<file path="src/rtl/dual_issue_queue.sv">
// Purpose : instruction issue buffer between fetch and dual-issue decode; circular
//           store that accepts up to two instructions per cycle and exposes the two oldest.
// Latency : one cycle from push to visibility on slot A/B; the outputs are combinational
//           from head/head+1, with no bypass on an empty queue.
// Backpr. : in_ready = at least 2 free entries, taken from the pre-pop count. A push while
//           !in_ready is dropped. Retire is 0/1/2 per cycle, gated by stall and super_scalar.
//
// Ports:
//   clk, rst_n                        clock, async active-low reset
//   flush                             discard all entries (redirect); overrides push/pop
//   in_valid_a/b, in_instr_a/b,
//   in_pc4_a/b, in_ready              fetch side, A older than B
//   stall, super_scalar               decode retire control
//   out_valid_a/b, out_instr_a/b,
//   out_pc4_a/b                       head / head+1 entries, zeroed when invalid
//   count                             occupied entries
module dual_issue_queue #(
    parameter int DEPTH = 8,
    parameter int W     = 32
) (
    input  logic                         clk,
    input  logic                         rst_n,
    input  logic                         flush,
    input  logic                         in_valid_a,
    input  logic [W-1:0]                 in_instr_a,
    input  logic [W-1:0]                 in_pc4_a,
    input  logic                         in_valid_b,
    input  logic [W-1:0]                 in_instr_b,
    input  logic [W-1:0]                 in_pc4_b,
    output logic                         in_ready,
    input  logic                         stall,
    input  logic                         super_scalar,
    output logic                         out_valid_a,
    output logic [W-1:0]                 out_instr_a,
    output logic [W-1:0]                 out_pc4_a,
    output logic                         out_valid_b,
    output logic [W-1:0]                 out_instr_b,
    output logic [W-1:0]                 out_pc4_b,
    output logic [$clog2(DEPTH+1)-1:0]   count
);

    localparam int PW = $clog2(DEPTH);
    localparam int CW = $clog2(DEPTH+1);

    logic [W-1:0]  instr_q [DEPTH];
    logic [W-1:0]  instr_d [DEPTH];
    logic [W-1:0]  pc4_q   [DEPTH];
    logic [W-1:0]  pc4_d   [DEPTH];
    logic [PW-1:0] head_q, head_d;
    logic [PW-1:0] tail_q, tail_d;
    logic [CW-1:0] count_q, count_d;

    logic [PW-1:0] head1;
    logic [PW-1:0] tail1;
    logic [1:0]    pop_cnt;
    logic [1:0]    push_cnt;

    // Pointers are PW bits wide and DEPTH is a power of two, so the +1
    // wraps DEPTH-1 -> 0 on its own. This keeps head+1 in order across the wrap.
    assign head1 = head_q + 1'b1;
    assign tail1 = tail_q + 1'b1;

    always_comb begin
        out_valid_a = (count_q != '0);
        out_valid_b = (count_q >= CW'(2));
        out_instr_a = out_valid_a ? instr_q[head_q] : '0;
        out_pc4_a   = out_valid_a ? pc4_q[head_q]   : '0;
        out_instr_b = out_valid_b ? instr_q[head1]  : '0;
        out_pc4_b   = out_valid_b ? pc4_q[head1]    : '0;
        count       = count_q;
        // Readiness comes from the pre-pop count, so it never depends on
        // the retire decision made in the same cycle.
        in_ready    = (count_q <= CW'(DEPTH - 2));
    end

    always_comb begin
        pop_cnt = 2'd0;
        if (!stall && out_valid_a) begin
            // super_scalar has no effect while slot B is empty.
            pop_cnt = (out_valid_b && super_scalar) ? 2'd2 : 2'd1;
        end

        push_cnt = 2'd0;
        if (in_ready) begin
            push_cnt = {1'b0, in_valid_a} + {1'b0, in_valid_b};
        end

        instr_d = instr_q;
        pc4_d   = pc4_q;
        if (in_ready && !flush) begin
            if (in_valid_a) begin
                instr_d[tail_q] = in_instr_a;
                pc4_d[tail_q]   = in_pc4_a;
                if (in_valid_b) begin
                    instr_d[tail1] = in_instr_b;
                    pc4_d[tail1]   = in_pc4_b;
                end
            end else if (in_valid_b) begin
                // A lone slot-B instruction is packed at the tail.
                instr_d[tail_q] = in_instr_b;
                pc4_d[tail_q]   = in_pc4_b;
            end
        end

        head_d  = head_q + PW'(pop_cnt);
        tail_d  = tail_q + PW'(push_cnt);
        count_d = count_q + CW'(push_cnt) - CW'(pop_cnt);

        if (flush) begin
            head_d  = '0;
            tail_d  = '0;
            count_d = '0;
        end
    end

    always_ff @(posedge clk or negedge rst_n) begin
        if (!rst_n) begin
            head_q  <= '0;
            tail_q  <= '0;
            count_q <= '0;
            for (int i = 0; i < DEPTH; i++) begin
                instr_q[i] <= '0;
                pc4_q[i]   <= '0;
            end
        end else begin
            head_q  <= head_d;
            tail_q  <= tail_d;
            count_q <= count_d;
            instr_q <= instr_d;
            pc4_q   <= pc4_d;
        end
    end

endmodule

</file>
<file path="config.mk">
export PLATFORM = sky130hd
export DESIGN_NAME = dual_issue_queue
export DESIGN_NICKNAME = d
export VERILOG_FILES = /design/src/rtl/dual_issue_queue.sv
export SDC_FILE = /design/constraint.sdc
export NUM_CORES = 2
export LEC_CHECK = 0
export CORE_ASPECT_RATIO = 1.2
export CORE_MARGIN = 3
export CORE_UTILIZATION = 45
export DETAILED_ROUTE_END_ITERATION = 10
export PLACE_DENSITY_LB_ADDON = 0.12
export SLEW_MARGIN = 20
export SYNTH_ARGS = -nofsm -noshare
export SYNTH_HDL_FRONTEND = slang
export SYNTH_SLANG_ARGS = --single-unit
</file>
<file path="constraint.sdc">
create_clock -name clk -period 3.7 [get_ports clk]
set_clock_uncertainty 0.05 [all_clocks]
set_input_delay 0.925 -clock clk [delete_from_list [all_inputs] [get_ports clk]]
set_output_delay 0.925 -clock clk [all_outputs]
set_load 0.01 [all_outputs]
</file>
* Word level (Yosys, flattened, before mapping) *
Index checks and enable logic that the tools add are counted.
W data, S select, Z words.

storage, ports and cells
  register bits after elaboration = 522
  output and inout port bits = 135
  logic and storage cells = 86

operators by class
  $add $sub $neg = 7
  $lt $le $gt $ge = 8
  muxes and demuxes = 38
  bitwise operators = 4
  reduce and logical (&&, ||, !) cells = 10

operators with widths
  kind                   number
  $bwmux W256            6
  $mux W256              6
  $mux W32               14
  $bmux W32 S3           4
  $demux W32 S3          2
  $ge A4 B4 Y1 const B   4
  $not A3 Y4             4
  $lt A4 B1 Y1 const B   2
  $add A3 B1 Y3 const B  2
  $add A3 B2 Y3          2
  $mux W2                3
  $mux W3                2
  $logic_and A1 B1 Y1    5
  $add A4 B2 Y4          1
  $ge A4 B2 Y1 const B   1
  $le A4 B3 Y1 const B   1
  $mux W4                1
  $reduce_bool A4 Y1     1
  $sub A4 B2 Y4          1
  $add A1 B1 Y2          1
  $logic_not A1 Y1       2
  $reduce_and A2 Y1      1
  $reduce_bool A2 Y1     1

* Logic depth before layout (Yosys ltp) *
  word-level depth = 9
  mapped depth = 14
  mapped depth without buffers = 13

* Worst setup path before layout *
OpenSTA, ideal clock, no wires.

  kind = register to output
  start point = reg head_q[1]
  end point = out out_pc4_b[11]
  arrival = 1961 ps
  data required time = 2725 ps
  setup slack = 764 ps
  stages on the path, launching flop included = 7
  cell sequence = dfrtp_1 -> ha_1 -> buf_2 -> buf_2 -> mux4_2 -> nand2_1 -> a21oi_1

between the ends
  word-level cells in the longest chain between the ends = 6

RTL lines
  what                                         line  text
  start: declaration                           49    logic [PW-1:0] head_q, head_d;
  start signal: assignment                     118   head_q <= '0;
  start signal: assignment                     126   head_q <= head_d;
  $add A3 B1 Y3                                60    assign head1 = head_q + 1'b1;
  $not A3 Y4 (not written as such)             69    out_pc4_b = out_valid_b ? pc4_q[head1] : '0;
  $bmux W32 S3                                 69
  $mux W32 (not written as such) (2 in a row)  69
  $mux W32                                     69
  end: declaration                             38    output logic [W-1:0] out_pc4_b,

No other way between the ends. The select of a mux whose other input is x is not followed.

* Worst setup path in the final report *
  start point = reg head_q[0]
  end point = out out_pc4_b[2]

The elaborated chain is that of the path after synthesis.

==> qor.yml <==
setup_path:
  r2r-start: "count[2]"
  cp_top_family: "buffers and inverters"
  critPathLaunch: "head_q[0]"
  endpoint_kind: "output port"
  rr_worst_depth: 15
  rrSetupSlack_ns: 0.50
  timing.rr.end: "count[2]"
  crit_top_cell: "buf_12"
  cp_max_fo: 6
  slowest_delay_ns: 0.52
  arrival_ns: 2.87
  slowest_stage: "mux4_2"
  crit_type: "flop to output port"
  startpoint_type: "flop"
  timing.critical_path.buf_inv: 5
  crit_chain: "ha_4 -> buf_12 -> buf_12 -> buf_12 -> buf_16 -> mux4_2 -> nand2_2 -> a21oi_4 -> buf_6"
  required_ns: 2.72
die:
  core_mm2: 0.06910
  die_area_mm2: 0.07363
  fp.dieH_um: 296.7
  fp.dieW_um: 248.2
  ioPinCount: 270
  rows: 105
  initial_core_util: 0.4584
synthesis:
  synth_nets: 2903
  synth-seq-area-share: 0.4123
  async_flop_share: 1.000
  syn_area_mm2: 0.03168
  ys.flop_type: "dfrtp_1"
  avgSynthCellArea_um2: 11.51
  synth_cell_types: 43
  synth_cells: 2752
  yosys_register_bits: 522
  synth_edf_count: 0
  ys_warn_count: 0
timing:
  hold_viol: 0
  fin_setup_tns_ns: -1.736
  worstMarginPinSlew_ns: 1.008
  setup_slack_ns: -0.1455
  slew_headroom: 0.3280
  max_freq_mhz: 260.0
  period_minus_slack_ns: 3.845
  drv_slew: 0
  grt_setup_unrepaired: "yes"
  period_share: 1.039
  final-setup-viol-count: 43
grt:
  grt_pass1_vias: 30370
  grt-ovfl-total: 0
  grt_start_max_net_pins: 76
  grt_pass1_wl_um: 204600
  grt_use_total: 0.3758
  antenna_found_initial: 11
cts:
  cts.sinks: 522
  clk_latency_ns: 0.61
  clk_pin_slew_worst_paths_ns: 0.07
  htree_levels: 2
  cts_hold_buf: 0
  cts_buffer_depth: 3
  cts_made_buffers: 57
  root_buffer: "clkbuf_16"
  cts_tree: "built"
run:
  cap_violations: 0
power:
  peakVddDrop_mv: 1.085
  powerDensity_mw_per_mm2: 979.1
  cellLeakagePower_nw: 15.71
  totalPowerFinal_mw: 38.78
status:
  run_status: "complete, but fails checks"
  violations: "setup timing"
drt:
  post_drt_via_cell_ratio: 7.706
  vias: 29770
  finalWirelength_um: 141000
  drt_iter0_markers: 3736
  ant_nets: 0
  firstDrtPassIters: 6
  drc: 0
  routedWlPerCell_um: 36.50
finish:
  postLayoutCellArea_mm2: 0.03961
  fillers: 5720
  finalNetCount: 3053
  areaGrowthSynthToFinish_pct: 25.03
  drive_gt1_frac: 0.2993
  layoutNonFillerInstCount: 3863
place:
  dpl_cell_area_mm2: 0.03599
  dpl.hpwl_um: 72010
  dpl.cell_count: 3673
  routabilityCongestion: 0.8657
  dpl_worst_slack_ns: 0.1465
  port_buffers: 269
worst_hold_path:
  hp-class: "input port to async pin"
[stage by stage]
step           utilization  hold slack [ns]
2_1_floorplan            -           0.4658
3_3_place_gp        0.5208           0.4826
3_5_place_dp        0.5208           0.4945
4_1_cts             0.5673           0.1858
5_1_grt             0.5732           0.2101
6_report            0.5732           0.1993
[worst register-to-register path: stages (launching register included)]
cell       delay (ns)
dfrtp_1          0.42
inv_1            0.10
ha_1             0.15
nor2b_4          0.17
inv_1            0.13
nor2_4           0.18
buf_4            0.20
clkbuf_16        0.26
a211oi_1         0.11
buf_4            0.17
ha_1             0.27
inv_1            0.04
ha_1             0.20
fa_1             0.43
xnor2_1          0.16
nor2_1           0.05
[cell type report]
cell class / instances / area [um2] / area share
multi-input combinational: 1832 / 17520 / 0.4423
sequential: 522 / 13080 / 0.3302
timing repair buffer: 473 / 5831 / 0.1472
clock buffer: 80 / 1675 / 0.04230
tap: 909 / 1137 / 0.02871
clock inverter: 27 / 300.3 / 0.007581
inverter: 16 / 60.06 / 0.001516
antenna: 4 / 10.01 / 0.0002527
[worst max-delay path by stage]
stage / endpoint / slack [ns] / cells past startpoint
5_1_grt: out_pc4_b[2] / -0.19 / 9
3_3_place_gp: out_instr_b[19] / 0.14 / 7
6_report: out_pc4_b[2] / -0.15 / 9
4_1_cts: out_pc4_a[23] / -0.18 / 6
2_1_floorplan: out_pc4_b[11] / 0.76 / 6
3_5_place_dp: out_instr_b[19] / 0.15 / 7
[synthesized netlist by cell type, types with 3 or more instances]
cell	number	share of area
a21oi_1	69	0.011
a21oi_2	6	0.0017
a2bb2oi_1	513	0.14
a31oi_1	3	0.00059
a32oi_1	3	0.00083
buf_1	71	0.0084
buf_2	143	0.023
buf_4	13	0.0031
buf_6	8	0.0028
clkbuf_1	147	0.017
dfrtp_1	522	0.41
fa_1	4	0.0025
ha_1	12	0.0047
inv_1	15	0.0018
mux2i_1	64	0.020
mux4_2	256	0.18
nand2_1	137	0.016
nand2b_1	65	0.013
nand4_1	3	0.00059
nor2_1	73	0.0086
nor2_2	3	0.00059
nor2_4	6	0.0021
nor2b_1	11	0.0022
o22ai_1	513	0.10
or2_2	65	0.013
xnor2_1	4	0.0011
[registers in the layout, summed over array words and instances (netlist names)]
signal and flops:
instr_q 256, pc4_q 256, count 4, head_q 3
tail_q 3
[kinds of logic (layout without fill, tap and decap cells)]
kind of cell	after synthesis	count (layout)	share of synthesized area
xor gates and xnor gates	8	8	0.003041
other	0	4	0
buffers and inverters	398	596	0.05624
muxes	320	320	0.2022
AOI/OAI and AO/OA	1116	1116	0.2603
adders and majority gates	16	16	0.007267
and+or+nand+nor	372	372	0.05861
DFF	522	522	0.4123
[power breakdown]
part	total, mW	leakage [nW]	switching [mW]	internal (mW)
Combinational	22.3	8.13	11.0	11.3
Clock	6.12	0.986	2.55	3.57
Sequential	10.3	6.60	2.17	8.18
Total	38.8	15.7	15.7	23.0
[layout by cell type, fill, tap and decap left out, types with 11 or more instances in the layout]
cell type and instances:
a21oi_1 26, a21oi_2 39, a21oi_4 12, a2bb2oi_1 513, buf_12 94, buf_16 25
buf_2 61, buf_4 64, clkbuf_16 64, clkbuf_2 14, clkbuf_8 12, clkdlybuf4s15_1 14
clkdlybuf4s50_1 140, clkinv_2 17, dfrtp_1 518, dlygate4sd2_1 14, dlymetal6s2s_1 19, ha_1 11
inv_1 15, mux2i_1 45, mux2i_2 14, mux4_2 256, nand2_1 65, nand2_2 69
nand2b_1 65, nor2_1 66, o22ai_1 513, or2_2 65
[per-layer routing]
| layer | track usage | up-vias | part of all wire |
|---|---|---|---|
| li1 | - | 11380 | - |
| met1 | 0.4966 | 15030 | 0.37 |
| met2 | 0.5650 | 2726 | 0.45 |
| met3 | 0.1068 | 621 | 0.13 |
| met4 | 0.1995 | 14 | 0.054 |
| met5 | 0 | - | 0.00068 |
[repair_timing]
item | CTS | global route
endpoints found under the setup margin | 128 | 106
pin swaps | 53 | 27
buffers inserted | 30 | 30
gates resized for setup | 460 | 127
cloned | 26 | 5
Power figures use the tool's default switching activity.
